`config.mk`:
```
export PLATFORM = sky130hd
export DESIGN_NAME = clock_edit_ctrl
export DESIGN_NICKNAME = d
export VERILOG_FILES = /design/src/rtl/clock_edit_ctrl.sv
export SDC_FILE = /design/constraint.sdc
export NUM_CORES = 1
export LEC_CHECK = 0
export BUFFER_PORTS_ARGS = -buffer_cell sky130_fd_sc_hd__buf_4
export CAP_MARGIN = 20
export CORE_MARGIN = 2
export CORE_UTILIZATION = 57
export CTS_CLUSTER_DIAMETER = 100
export DETAILED_ROUTE_END_ITERATION = 6
export PLACE_DENSITY = 0.73
export SYNTH_ARGS = -nofsm -noshare
export SYNTH_HDL_FRONTEND = slang
export SYNTH_SLANG_ARGS = --single-unit
```
`constraint.sdc`:
```
create_clock -name clk -period 2.8 [get_ports clk]
set_input_delay 0.56 -clock clk [delete_from_list [all_inputs] [get_ports clk]]
set_output_delay 0.56 -clock clk [all_outputs]
set_load 0.005 [all_outputs]
```
`src/rtl/clock_edit_ctrl.sv`:
```
// Front-panel edit sequencer: turns debounced buttons into the view/field selection,
// inc/dec strobes with press-and-hold auto-repeat, an inactivity timeout and a seconds freeze.
module clock_edit_ctrl #(
  parameter int CNT_W         = 32,
  parameter int REPEAT_DELAY  = 25_000_000,
  parameter int REPEAT_PERIOD = 5_000_000,
  parameter int TIMEOUT_SEC   = 10
) (
  input  logic       clk,
  input  logic       rst,
  input  logic       tick_1hz,
  input  logic       btn_mode_p,
  input  logic       btn_set_p,
  input  logic       btn_up,
  input  logic       btn_down,
  output logic       mode_time,
  output logic [2:0] select_item,
  output logic       inc_p,
  output logic       dec_p,
  output logic       sec_run_en
);

  localparam int TO_W = $clog2(TIMEOUT_SEC + 1);
  localparam logic [CNT_W-1:0] RPT_FIRST = CNT_W'(REPEAT_DELAY - 1);
  localparam logic [CNT_W-1:0] RPT_NEXT  = CNT_W'(REPEAT_PERIOD - 1);
  localparam logic [TO_W-1:0]  TO_MAX    = TO_W'(TIMEOUT_SEC);
  localparam logic [TO_W-1:0]  TO_LAST   = TO_W'(TIMEOUT_SEC - 1);

  typedef enum logic [2:0] {
    RUN_TIME, RUN_DATE, E_HOUR, E_MIN, E_SEC, E_DAY, E_MONTH, E_YEAR
  } state_t;

  state_t           state, state_nxt;
  logic [CNT_W-1:0] rpt_cnt, rpt_nxt;
  logic [TO_W-1:0]  to_cnt, to_nxt;
  logic             prev_up, prev_dn, blocked, blocked_nxt;
  logic             mode_nxt, sre_nxt, inc_nxt, dec_nxt;
  logic [2:0]       sel_nxt;

  logic is_edit, activity, to_hit, changing;
  logic up_only, dn_only, up_edge, dn_edge, live;

  assign is_edit  = (state != RUN_TIME) && (state != RUN_DATE);
  assign activity = btn_mode_p | btn_set_p | btn_up | btn_down;
  assign to_hit   = is_edit && !activity && tick_1hz && (to_cnt == TO_LAST);
  assign changing = (state_nxt != state);
  assign up_only  = btn_up & ~btn_down;
  assign dn_only  = btn_down & ~btn_up;
  assign up_edge  = up_only & ~prev_up;
  assign dn_edge  = dn_only & ~prev_dn;
  // A button still held from before a field change stays inert until fully released.
  assign live     = is_edit && !changing && !blocked;

  always_ff @(posedge clk) begin
    if (rst) begin
      state       <= RUN_TIME;
      mode_time   <= 1'b0;
      select_item <= 3'b000;
      sec_run_en  <= 1'b1;
      inc_p       <= 1'b0;
      dec_p       <= 1'b0;
      rpt_cnt     <= '0;
      to_cnt      <= '0;
      prev_up     <= 1'b0;
      prev_dn     <= 1'b0;
      blocked     <= 1'b0;
    end else begin
      state       <= state_nxt;
      mode_time   <= mode_nxt;
      select_item <= sel_nxt;
      sec_run_en  <= sre_nxt;
      inc_p       <= inc_nxt;
      dec_p       <= dec_nxt;
      rpt_cnt     <= rpt_nxt;
      to_cnt      <= to_nxt;
      prev_up     <= up_only;
      prev_dn     <= dn_only;
      blocked     <= blocked_nxt;
    end
  end

  // Set takes priority over mode and over a coincident timeout.
  always_comb begin
    state_nxt = state;
    unique case (state)
      RUN_TIME: if (btn_set_p) state_nxt = E_HOUR;  else if (btn_mode_p) state_nxt = RUN_DATE;
      RUN_DATE: if (btn_set_p) state_nxt = E_DAY;   else if (btn_mode_p) state_nxt = RUN_TIME;
      E_HOUR:   if (btn_set_p) state_nxt = E_MIN;   else if (to_hit) state_nxt = RUN_TIME;
      E_MIN:    if (btn_set_p) state_nxt = E_SEC;   else if (to_hit) state_nxt = RUN_TIME;
      E_SEC:    if (btn_set_p || to_hit) state_nxt = RUN_TIME;
      E_DAY:    if (btn_set_p) state_nxt = E_MONTH; else if (to_hit) state_nxt = RUN_DATE;
      E_MONTH:  if (btn_set_p) state_nxt = E_YEAR;  else if (to_hit) state_nxt = RUN_DATE;
      E_YEAR:   if (btn_set_p || to_hit) state_nxt = RUN_DATE;
      default:  state_nxt = RUN_TIME;
    endcase
  end

  always_comb begin
    mode_nxt = 1'b0;
    sel_nxt  = 3'b000;
    unique case (state_nxt)
      RUN_DATE: mode_nxt = 1'b1;
      E_HOUR:   sel_nxt  = 3'b011;
      E_MIN:    sel_nxt  = 3'b010;
      E_SEC:    sel_nxt  = 3'b001;
      E_DAY:    begin mode_nxt = 1'b1; sel_nxt = 3'b100; end
      E_MONTH:  begin mode_nxt = 1'b1; sel_nxt = 3'b101; end
      E_YEAR:   begin mode_nxt = 1'b1; sel_nxt = 3'b110; end
      default:  ;
    endcase
    sre_nxt = (state_nxt != E_SEC);
  end

  // Repeat counter counts down to the next pulse and reloads on every pulse.
  always_comb begin
    inc_nxt     = 1'b0;
    dec_nxt     = 1'b0;
    rpt_nxt     = '0;
    blocked_nxt = (blocked | changing) & (btn_up | btn_down);
    if (live) begin
      if (up_edge || dn_edge) begin
        inc_nxt = up_edge;
        dec_nxt = dn_edge;
        rpt_nxt = RPT_FIRST;
      end else if (up_only || dn_only) begin
        if (rpt_cnt == '0) begin
          inc_nxt = up_only;
          dec_nxt = dn_only;
          rpt_nxt = RPT_NEXT;
        end else begin
          rpt_nxt = rpt_cnt - CNT_W'(1);
        end
      end
    end
  end

  always_comb begin
    to_nxt = to_cnt;
    if (!is_edit || changing || activity)
      to_nxt = '0;
    else if (tick_1hz && to_cnt != TO_MAX)
      to_nxt = to_cnt + TO_W'(1);
  end

endmodule

```
Yosys cells after proc, flatten, opt, wreduce, memory -nomap -nowiden --
Cells that the tools add are included.
Word-level totals: word-level logic and storage cells 98, input bits 7, output and inout bits 7, register bits after elaboration 49
Operators by class: mux-type cells 24, add/sub/neg operators 2, equal/unequal tests 19, bitwise gates (word level) 16, reduce and logical (&&, ||, !) cells 24
Operators by type and width (count):
- two-way mux 25 bit | 3
- two-way mux 3 bit | 12
- logical NOT 32 bit | 1
- subtractor 32 x 1 -> 32 bit, second input constant | 1
- equality test 3 bit, second input constant | 8
- one-hot mux 3 bit (8 select lines) | 1
- one-hot mux 3 bit (6 select lines) | 1
- equality test 3 x 2 -> 1 bit, second input constant | 4
- OR reduction 4 bit | 2
- logical AND 1 bit | 7
- two-way mux 1 bit | 7
- equality test 3 x 1 -> 1 bit, second input constant | 2
- NOT 1 bit | 6
- AND 1 bit | 5
- logical OR 1 bit | 5
- OR 1 bit | 5
- OR reduction 5 bit | 1
- adder 4 x 1 -> 4 bit, second input constant | 1
- equality test 4 bit, second input constant | 1
- logical NOT 1 bit | 4
- != test 4 bit, second input constant | 1
- OR reduction 2 bit | 2
- logical NOT 3 bit | 1
- != test 3 x 1 -> 1 bit, second input constant | 1
- other kinds (3) | 3

Logic depth before layout (Yosys ltp) --
depth after elaboration 16, depth in mapped cells 8, mapped depth without buffers 7

Worst setup path after synthesis --
No wires, ideal clock.
kind input to register, start point input rst, end point register rpt_cnt[29], buffers on the path 1, stages on the path 6, required time 2731 ps, setup slack 616 ps, setup time 69 ps, data arrival time 2115 ps, cell sequence clkbuf_1 -> o21bai_1 -> a2111oi_2 -> nand3_1 -> a211o_1 -> o21ai_1
Between the ends: longest elaborated chain between the ends 1
Ends and longest elaborated chain:
- start, declared | RTL line 10 | input logic rst,
- OR reduction 5 bit (no line)
- end signal, assigned | RTL line 74 | rpt_cnt <= rpt_nxt;
- end, declared | RTL line 34 | logic [CNT_W-1:0] rpt_cnt, rpt_nxt;
Every way passes these cells. A chain may end at the register's enable or synchronous reset.

Worst setup path in the final report --
start point register to_cnt[1], end point register rpt_cnt[29]
Between the ends: longest elaborated chain between the ends 11, elaborated cells on any way between the ends 18, those cells by class eq/ne (2); mux (9); bitwise (1); reduce/logical (6)
Ends and longest elaborated chain:
- start, declared | RTL line 35 | logic [TO_W-1:0] to_cnt, to_nxt;
- start signal, assigned | RTL line 75 | to_cnt <= to_nxt;
- equality test 4 bit (*) | RTL line 45 | assign to_hit = is_edit && !activity && tick_1hz && (to_cnt == TO_LAST);
- logical AND 1 bit (*) | RTL line 45
- two-way mux 3 bit (tied with other cells) | RTL line 91, 92
- two-way mux 3 bit (tied with other cells) | RTL line 92 | E_MONTH: if (btn_set_p) state_nxt = E_YEAR; else if (to_hit) state_nxt = RUN_DATE;
- one-hot mux 3 bit (8 select lines) (*) | RTL line 85 | unique case (state)
- != test 3 bit (*) | RTL line 46 | assign changing = (state_nxt != state);
- logical NOT 1 bit (*) | RTL line 52 | assign live = is_edit && !changing && !blocked;
- logical AND 1 bit (*) (2 in series) | RTL line 52
- NOT 1 bit (no line) (*)
- OR reduction 5 bit (no line) (*)
Mark *: on every way between the ends. The rest lies on a longest branch, timed or not.

==> flow_summary.json <==
{
  "setup_tns_ps": 0,
  "drv_cap": 0,
  "postLayoutCellArea_mm2": 0.00266,
  "synth_top_family_by_area": "simple AND/OR/NAND/NOR gates",
  "post_cts_resized": 0,
  "placed_cell_area_mm2": 0.00257,
  "postSynthAreaPerCell_um2": 8.60,
  "grt.overflow.total": 0,
  "post_drt_wl_per_cell_um": 13.8,
  "nFillCells": 348,
  "synth_xor_area_share_pct": 7.87,
  "synth_compound_area_share_pct": 14.9,
  "firstDrtPassIters": 4,
  "start_kind": "register",
  "internal_power_mw": 1.07,
  "r2r-start": "to_cnt[1]",
  "yosysUniqueCellTypes": 51,
  "dieHeight_um": 69.6,
  "cts_sinks": 49,
  "power.share.clock_pct": 26.4,
  "fp-row-count": 23,
  "drv_slew": 0,
  "r2r-end": "rpt_cnt[29]",
  "wl_um": 4800,
  "syn_to_final_growth_pct": 8.73,
  "finClkSkew_ps": 10.9,
  "rsz0062_at_grt": "false",
  "post_cts_buffers": 0,
  "cts_tree": "done",
  "syn_inst": 285,
  "diodes": 0,
  "synthAdderAreaFrac_pct": 3.58,
  "post-route-drc-count": 0,
  "drt_iter0_drc": 126,
  "yosys_warnings": 0,
  "synth-simple-area-share_pct": 28.8,
  "clk_latency_ps": 300,
  "r2r_setup_slack_ps": 420,
  "synth-seq-area-share_pct": 40.0,
  "mostFrequentLayoutCell": "dfxtp_1",
  "antenna_found_initial": 0,
  "pwr_density_cell_mw_per_mm2": 590,
  "vias_per_cell": 5.80,
  "holdCritPathClass": "register to register",
  "gp_congestion": 0.843,
  "most-common-layout-cells": "49 x dfxtp_1, 31 x nor2_1, 23 x a21oi_1",
  "p_sw_uw": 500,
  "fin_nets": 310,
  "cts-htree-levels": 2,
  "async_flop_share_pct": 0,
  "critPathCaptureType": "register",
  "fin_util_pct": 65.6,
  "numCtsBuffers": 5,
  "holdPathStages": 1,
  "hold_viol": 0,
  "synth_mux_area_share_pct": 0.409,
  "max_slew.worst_pin.slew_ps": 685,
  "die_width_um": 69.6,
  "power_frac_comb_pct": 26.3,
  "ys_seq_elements": 49,
  "drive_gt1_share_pct": 12.5,
  "cts_root_buf": "clkbuf_8",
  "power.leakage_nw": 1.10,
  "vias": 2012,
  "status": "finished, final reports clean",
  "dp_hpwl_um": 3500,
  "grt_pass1_wl_um": 8110,
  "required_ps": 3030,
  "setup_viol": 0,
  "cts_hold_buffers": 0,
  "synthFlopType": "dfxtp_1",
  "seqPwrFrac_pct": 47.3,
  "worst-setup-path-type": "register to register",
  "whs_endpoint": "inc_p",
  "arrival_ps": 2610,
  "whs_ps": 448,
  "cts_max_path_buffers": 2,
  "initial_core_util_pct": 60.4,
  "fin_total_pwr_mw": 1.57,
  "grt_pass1_vias": 1795,
  "period_needed_ps": 2380,
  "crit_fanout": 7,
  "power_switching_share_pct": 31.8,
  "fmax_ghz": 0.421,
  "core_region_area_mm2": 0.00406,
  "hp-start": "prev_up",
  "fin_crit_sh_pct": 84.9,
  "path_clk_slew_ps": 100,
  "crit_start": "to_cnt[1]",
  "port_buffers": 13,
  "die-area_mm2": 0.00484,
  "vdd_drop_max_mv": 0.252,
  "io_pins": 14,
  "postRouteAntennaNets": 0,
  "syn_nets": 299,
  "netlist_area_mm2": 0.00245,
  "reg2regPathDepth": 7,
  "grt.total_usage_pct": 20.4,
  "grt_max_degree": 17,
  "maxSlewHeadroom_pct": 54.3,
  "synth_edf_count": 0
}
## worst max-delay path, stage by stage, from the launching register on
cell and delay [ps]:
dfxtp_1 400, inv_1 60, ha_1 170, and4b_1 220
a2111oi_2 690, nand3_1 360, a211o_1 350, o21ai_1 70
## cells in the mapped netlist (all sizes together) (7+ instances only)
cell    count  area share (%)
xnor2      12             4.3
nor3       11             2.7
xor2       10             3.6
ha          7             3.6
nor2       33             5.3
inv        13             2.0
dfxtp      49              40
nor4       12             5.0
nand3      10             2.0
a21oi      23             4.7
clkbuf     10             1.5
nand2      20             3.1
o21ai      14             2.9
or4         8             2.8
## layout make-up
cell class | count | area [µm²] | share of cell area [%]
inverter | 13 | 48.8 | 1.83
sequential | 49 | 981 | 36.8
multi-input combinational | 211 | 1360 | 51.1
tap | 50 | 62.6 | 2.35
clock buffer | 5 | 68.8 | 2.58
clock inverter | 3 | 22.5 | 0.845
timing repair buffer | 16 | 120 | 4.51
## metrics by stage
stage,cells,worst slack [ps]
after floorplan,285,616
after global placement,339,481
after detailed placement,339,358
after CTS,347,433
after global routing,347,216
final,347,422
## layer usage
metal | GRT usage, % | share of wire, % | vias to the layer above
met5 | 0 | 0 | -
li1 | - | - | 1036
met3 | 4.36 | 3.6 | 8
met2 | 34.3 | 49 | 43
met1 | 26.7 | 46 | 925
met4 | 5.23 | 1.3 | 0
## kinds of logic (layout without fill, tap and decap cells)
family	count (synthesis)	after routing
muxes	1	1
xor gates and xnor gates	22	22
adders and majority gates	7	7
DFF	49	49
AOI/OAI and AO/OA	58	58
and+or+nand+nor	123	123
buffers and inverters	25	37
## flip-flops by register name, indices dropped and copies added (netlist names)
register and cells:
mode_time 1, select_item 3, blocked 1, state 3
prev_dn 1, sec_run_en 1, to_cnt 4, inc_p 1
rpt_cnt 32, dec_p 1, prev_up 1
## worst max path at each step
stage / to / slack, ps / depth (start not counted)
final: rpt_cnt[29] / 420 / 7
after global routing: rpt_cnt[29] / 220 / 7
after global placement: rpt_cnt[29] / 480 / 6
after floorplan: rpt_cnt[29] / 620 / 6
after detailed placement: rpt_cnt[29] / 360 / 6
after CTS: rpt_cnt[29] / 430 / 7
## power groups by stage
stage	registers, mW	logic (mW)	clock network (mW)
2_1_floorplan	0.752	0.344	0
3_3_place_gp	0.759	0.405	0
3_5_place_dp	0.760	0.410	0
4_1_cts	0.744	0.411	0.425
5_1_grt	0.749	0.456	0.454
6_report	0.745	0.413	0.415
No activity file was read; power rests on OpenSTA's default activity.
